### config.mk
export PLATFORM = sky130hd
export DESIGN_NAME = dmem_arbiter
export DESIGN_NICKNAME = d
export VERILOG_FILES = /design/src/rtl/dmem_arbiter_pkg.sv /design/src/rtl/rr_arbiter2.sv /design/src/rtl/dmem_arbiter.sv
export SDC_FILE = /design/constraint.sdc
export NUM_CORES = 1
export LEC_CHECK = 0
export BUFFER_PORTS_ARGS = -buffer_cell sky130_fd_sc_hd__buf_2
export CAP_MARGIN = 20
export CELL_PAD_IN_SITES_DETAIL_PLACEMENT = 2
export CELL_PAD_IN_SITES_GLOBAL_PLACEMENT = 2
export CORE_UTILIZATION = 20
export DETAILED_ROUTE_END_ITERATION = 7
export MAX_ROUTING_LAYER = met4
export PLACE_DENSITY_LB_ADDON = 0.12
export SETUP_SLACK_MARGIN = 0.1
export SKIP_LAST_GASP = 1
export SLEW_MARGIN = 15
export SYNTH_ARGS = -nofsm -noshare
export SYNTH_HDL_FRONTEND = slang
export SYNTH_SLANG_ARGS = --single-unit
### constraint.sdc
create_clock -name clk -period 2.65 [get_ports clk]
set_clock_uncertainty 0.2 [all_clocks]
set_input_delay 0.795 -clock clk [delete_from_list [all_inputs] [get_ports clk]]
set_output_delay 0.795 -clock clk [all_outputs]
set_load 0.05 [all_outputs]
### src/rtl/dmem_arbiter_pkg.sv
// Shared types and default constants for the data-memory arbiter.
package dmem_arbiter_pkg;

    // Arbiter FSM encoding: one idle/sampling state and one access state.
    typedef enum logic {
        IDLE   = 1'b0,
        ACCESS = 1'b1
    } state_t;

    // Default data/address width and memory depth in words.
    localparam int DEF_BITS = 32;
    localparam int DEF_SIZE = 128;

endpackage

### src/rtl/rr_arbiter2.sv
// Two-way round-robin winner selection. 'last' is the index of the port
// granted most recently; on contention the other port wins.
module rr_arbiter2 (
    input  logic [1:0] req,
    input  logic       last,
    output logic [1:0] grant
);

    // One-hot winner from the request pair and the last-granted pointer.
    always_comb begin
        grant = 2'b00;
        case (req)
            2'b01:   grant = 2'b01;
            2'b10:   grant = 2'b10;
            2'b11:   grant = last ? 2'b01 : 2'b10;
            default: grant = 2'b00;
        endcase
    end

endmodule

### src/rtl/dmem_arbiter.sv
// Two-port data-memory arbiter: samples requests in IDLE, performs one
// memory access in ACCESS, returns read data one cycle later.
module dmem_arbiter
    import dmem_arbiter_pkg::*;
#(
    parameter int BITS = DEF_BITS,
    parameter int SIZE = DEF_SIZE
) (
    input  logic            clk,
    input  logic            rst_n,
    input  logic            req0,
    input  logic            req1,
    input  logic            we0,
    input  logic            we1,
    input  logic [BITS-1:0] addr0,
    input  logic [BITS-1:0] addr1,
    input  logic [BITS-1:0] wdata0,
    input  logic [BITS-1:0] wdata1,
    output logic            gnt0,
    output logic            gnt1,
    output logic            rvalid0,
    output logic            rvalid1,
    output logic            err0,
    output logic            err1,
    output logic [BITS-1:0] rdata,
    output logic [BITS-1:0] mem_addr,
    output logic [BITS-1:0] mem_wdata,
    output logic            mem_write,
    output logic            mem_read,
    input  logic [BITS-1:0] mem_rdata
);

    // First byte address past the end of the memory.
    localparam logic [BITS-1:0] SPAN = BITS'(SIZE * 4);

    state_t            state_r;
    state_t            state_s;
    logic              last_r;
    logic              win_r;
    logic [1:0]        grant_s;
    logic              win_s;
    logic              any_req_s;
    logic              sel_we_s;
    logic [BITS-1:0]   sel_addr_s;
    logic [BITS-1:0]   sel_wdata_s;
    logic              sel_ok_s;
    logic              gnt0_r;
    logic              gnt1_r;
    logic              rvalid0_r;
    logic              rvalid1_r;
    logic              err0_r;
    logic              err1_r;
    logic [BITS-1:0]   rdata_r;
    logic [BITS-1:0]   mem_addr_r;
    logic [BITS-1:0]   mem_wdata_r;
    logic              mem_write_r;
    logic              mem_read_r;

    rr_arbiter2 u_rr (
        .req   ({req1, req0}),
        .last  (last_r),
        .grant (grant_s)
    );

    assign any_req_s = req0 | req1;
    assign win_s     = grant_s[1];

    // Route the winning port's command and check alignment and range.
    always_comb begin
        sel_we_s    = 1'b0;
        sel_addr_s  = '0;
        sel_wdata_s = '0;
        if (grant_s[1]) begin
            sel_we_s    = we1;
            sel_addr_s  = addr1;
            sel_wdata_s = wdata1;
        end else begin
            sel_we_s    = we0;
            sel_addr_s  = addr0;
            sel_wdata_s = wdata0;
        end
        sel_ok_s = (sel_addr_s[1:0] == 2'b00) && (sel_addr_s < SPAN);
    end

    // Next-state logic: rejected requests keep the FSM in IDLE.
    always_comb begin
        state_s = state_r;
        case (state_r)
            IDLE: begin
                if (any_req_s && sel_ok_s) begin
                    state_s = ACCESS;
                end else begin
                    state_s = IDLE;
                end
            end
            ACCESS:  state_s = IDLE;
            default: state_s = IDLE;
        endcase
    end

    // State register, command latch, pulse outputs and read capture.
    always_ff @(posedge clk) begin
        if (!rst_n) begin
            state_r     <= IDLE;
            last_r      <= 1'b1;
            win_r       <= 1'b0;
            gnt0_r      <= 1'b0;
            gnt1_r      <= 1'b0;
            rvalid0_r   <= 1'b0;
            rvalid1_r   <= 1'b0;
            err0_r      <= 1'b0;
            err1_r      <= 1'b0;
            rdata_r     <= '0;
            mem_addr_r  <= '0;
            mem_wdata_r <= '0;
            mem_write_r <= 1'b0;
            mem_read_r  <= 1'b0;
        end else begin
            state_r     <= state_s;
            gnt0_r      <= 1'b0;
            gnt1_r      <= 1'b0;
            rvalid0_r   <= 1'b0;
            rvalid1_r   <= 1'b0;
            err0_r      <= 1'b0;
            err1_r      <= 1'b0;
            mem_write_r <= 1'b0;
            mem_read_r  <= 1'b0;
            case (state_r)
                IDLE: begin
                    if (any_req_s) begin
                        if (sel_ok_s) begin
                            gnt0_r      <= grant_s[0];
                            gnt1_r      <= grant_s[1];
                            mem_addr_r  <= sel_addr_s;
                            mem_wdata_r <= sel_wdata_s;
                            mem_write_r <= sel_we_s;
                            mem_read_r  <= ~sel_we_s;
                            win_r       <= win_s;
                            last_r      <= win_s;
                        end else begin
                            err0_r <= grant_s[0];
                            err1_r <= grant_s[1];
                        end
                    end
                end
                ACCESS: begin
                    if (mem_read_r) begin
                        rdata_r   <= mem_rdata;
                        rvalid0_r <= ~win_r;
                        rvalid1_r <= win_r;
                    end
                end
                default: ;
            endcase
        end
    end

    assign gnt0      = gnt0_r;
    assign gnt1      = gnt1_r;
    assign rvalid0   = rvalid0_r;
    assign rvalid1   = rvalid1_r;
    assign err0      = err0_r;
    assign err1      = err1_r;
    assign rdata     = rdata_r;
    assign mem_addr  = mem_addr_r;
    assign mem_wdata = mem_wdata_r;
    // Enables are masked by reset so an access aborted by reset never
    // commits a write on the reset edge.
    assign mem_write = mem_write_r & rst_n;
    assign mem_read  = mem_read_r & rst_n;

endmodule

==> results.py <==
metrics = {
    "run_status": {
        "status": "finished clean",
    },
    "cells_and_area": {
        "stdcell_count": 1093,
        "fin_nets": 974,
        "n_antenna_cell": 0,
        "post-route-util_pct": 29.5,
        "mostFrequentLayoutCells": "buf_2 (267), nand2_1 (266), dfxtp_1 (107)",
        "syn_to_final_growth_pct": 44.7,
        "drive_gt1_share_pct": 38.0,
        "final_common_cell": "buf_2",
    },
    "synth": {
        "synthesis.nets": 717,
        "synthCells": 551,
        "yosysWarnings": 0,
        "ys_types": 30,
        "netlist_area_um2": 4450,
        "yosysSeqAreaShare_pct": 48.2,
        "avgSynthCellArea_um2": 8.07,
        "yosys_register_bits": 107,
    },
    "global_route": {
        "grt_max_degree": 74,
        "grtUsageTotal_pct": 15.2,
        "grt_pass1_vias": 5009,
        "grt_pass1_wl_mm": 25.8,
        "grt_antenna_before_repair": 0,
        "grt_overflow": 0,
    },
    "sta": {
        "fin_crit_ns": 2.40,
        "setup_viol": 0,
        "max_clock_freq_ghz": 0.417,
        "fin_ws_ns": 0.252,
        "finalCritPeriodShare_pct": 90.5,
        "rsz0062_at_grt": "false",
        "tightest_slew_ns": 0.663,
        "hold_ws_ns": 0.254,
        "finalHoldViolCount": 0,
        "slew_viol_final": 0,
        "slew_headroom_pct": 55.8,
    },
    "clocking": {
        "cts.sinks": 107,
        "post_cts_resized": 0,
        "cts_tree": "yes",
        "clk_pin_slew_worst_paths_ns": 0.07,
        "h-tree-depth": 3,
        "clk_latency_ns": 0.35,
        "cts_setup_buffers": 0,
        "cts_hold_buf": 0,
        "clock_path_buffers": 2,
        "root_buffer": "clkbuf_16",
        "cts-buffers-inserted": 9,
    },
    "place": {
        "place.gp.congestion": 0.770,
        "dp_hpwl_mm": 13.1,
        "portBuffers": 269,
        "pre_cts_ws_ns": -0.143,
        "dp_cells": 1077,
    },
    "worst_setup_path": {
        "cp-startpoint": "addr0[14]",
        "crit_path_max_incr_delay_ns": 0.54,
        "critical_path.endpoint": "mem_wdata[30]$_SDFFE_PN0P_",
        "crit_family": "simple AND/OR/NAND/NOR gates",
        "worst-path-stages": 6,
        "critPathSlowestCell": "or4_4",
        "critPathKind": "input port to register",
        "critPathBufInv": 2,
        "r2r-start": "last_r$_SDFFE_PN1P_",
        "cp_cell_sequence": "buf_2, or4_4, nor4_4, o211a_4, buf_12, mux2i_1",
        "worstPathRequired_ns": 2.72,
        "reg2reg_depth": 7,
        "crit_path_end_kind": "register",
        "crit_fanout": 26,
        "critical_path_arrival_ns": 2.47,
        "cp-start-kind": "input port",
        "regToRegEndpoint": "mem_wdata[30]$_SDFFE_PN0P_",
        "r2r_setup_slack_ns": 0.59,
    },
    "power": {
        "p_leak_nw": 3.21,
        "irDropWorstVdd_uv": 260,
        "total_power_mw": 3.32,
        "p_per_area_nw_per_um2": 516,
    },
    "die": {
        "core_um2": 21800,
        "num_rows": 54,
        "die_w_um": 151,
        "dieArea_um2": 22800,
        "num_io_pins": 270,
        "start_util_pct": 20.4,
        "die_height_um": 151,
    },
    "route": {
        "drt_iter0_drc": 67,
        "num_vias": 4645,
        "drtPass1Iterations": 4,
        "viasPerCell": 4.25,
        "drt_wl_total_mm": 16.7,
        "ant_nets": 0,
        "drcViolationCount": 0,
        "wl_per_cell_um": 15.3,
    },
    "run": {
        "maxCapViolCount": 0,
    },
    "min_path": {
        "min_path_type": "register to register",
    },
}
worst min-delay path: cells and delay by family (launching register included):
kind / cells / cell delay, ns
flip-flops: 1 / 0.31
AND/OR/NAND/NOR: 1 / 0.05
multiplexers: 1 / 0.05
state kept, by name, indices dropped and copies added (netlist names):
register,count
gnt1,1
state_r,1
mem_wdata,32
mem_read_r,1
last_r,1
gnt0,1
rdata,32
mem_write_r,1
mem_addr,32
err0,1
rvalid1,1
win_r,1
rvalid0,1
err1,1
synth_stat cells, drive strengths merged:
cell / n / area share, %
o211a: 1 / 0.23
nor3: 4 / 0.56
nand4: 2 / 0.28
and2: 3 / 0.42
dfxtp: 107 / 48
o211ai: 1 / 0.28
nor2: 7 / 0.59
nor4: 10 / 1.7
a21bo: 1 / 0.23
nand3: 2 / 0.23
mux2i: 41 / 9.2
mux2: 1 / 0.25
nand2: 266 / 22
a21boi: 33 / 5.6
buf: 8 / 2.3
and3: 26 / 3.7
or4: 1 / 0.25
nand2b: 1 / 0.14
nor2b: 1 / 0.14
or3: 1 / 0.14
clkbuf: 31 / 2.6
inv: 1 / 0.084
o2111ai: 1 / 0.20
o21a: 1 / 0.17
where the power goes:
group          internal (mW)  total (mW)  leakage, nW  switching [mW]
clock network          0.758        1.42        0.152           0.661
registers               1.61        1.61        0.862        0.000335
logic                  0.140       0.292         2.20           0.152
total                   2.51        3.32         3.21           0.813
layout make-up:
type,count,area (µm²)
tap,280,350
inverter,1,3.75
clock inverter,6,83.8
multi-input combinational,404,2100
clock buffer,10,229
sequential,107,2140
fill,2613,15400
timing repair buffer,285,1520
worst min-delay path by stage:
stage,end,depth (start not counted),startpoint
after CTS,mem_wdata[14]$_SDFFE_PN0P_,2,mem_wdata[14]$_SDFFE_PN0P_
final,mem_wdata[14]$_SDFFE_PN0P_,2,mem_wdata[14]$_SDFFE_PN0P_
after global routing,mem_wdata[14]$_SDFFE_PN0P_,2,mem_wdata[14]$_SDFFE_PN0P_
after detailed placement,mem_wdata[14]$_SDFFE_PN0P_,2,mem_wdata[14]$_SDFFE_PN0P_
after global placement,mem_wdata[14]$_SDFFE_PN0P_,2,mem_wdata[14]$_SDFFE_PN0P_
after floorplan,rvalid0$_SDFF_PN0_,1,win_r$_SDFFE_PN0P_
metal layers:
| layer | GRT usage (%) | vias up | share of wire (%) |
|---|---|---|---|
| met5 | - | - | 0 |
| met4 | 5.85 | 0 | 1.7 |
| met3 | 3.61 | 17 | 6.5 |
| met2 | 26.0 | 159 | 49 |
| met1 | 17.1 | 2186 | 42 |
| li1 | - | 2283 | - |
stage by stage:
| step | TNS (ns) | area (µm²) |
|---|---|---|
| finish | 0 | 6430 |
| global placement | -2.91 | 6120 |
| floorplan | 0 | 4450 |
| detailed placement | -5.98 | 6120 |
| global route | 0 | 6430 |
| CTS | 0 | 6430 |
cells by family after synthesis:
logic type / share of synthesized area, %
compound gates: 6.67
buf+inv: 5.04
flops: 48.2
mux: 9.48
simple gates: 30.6
Power figures use the tool's default switching activity.
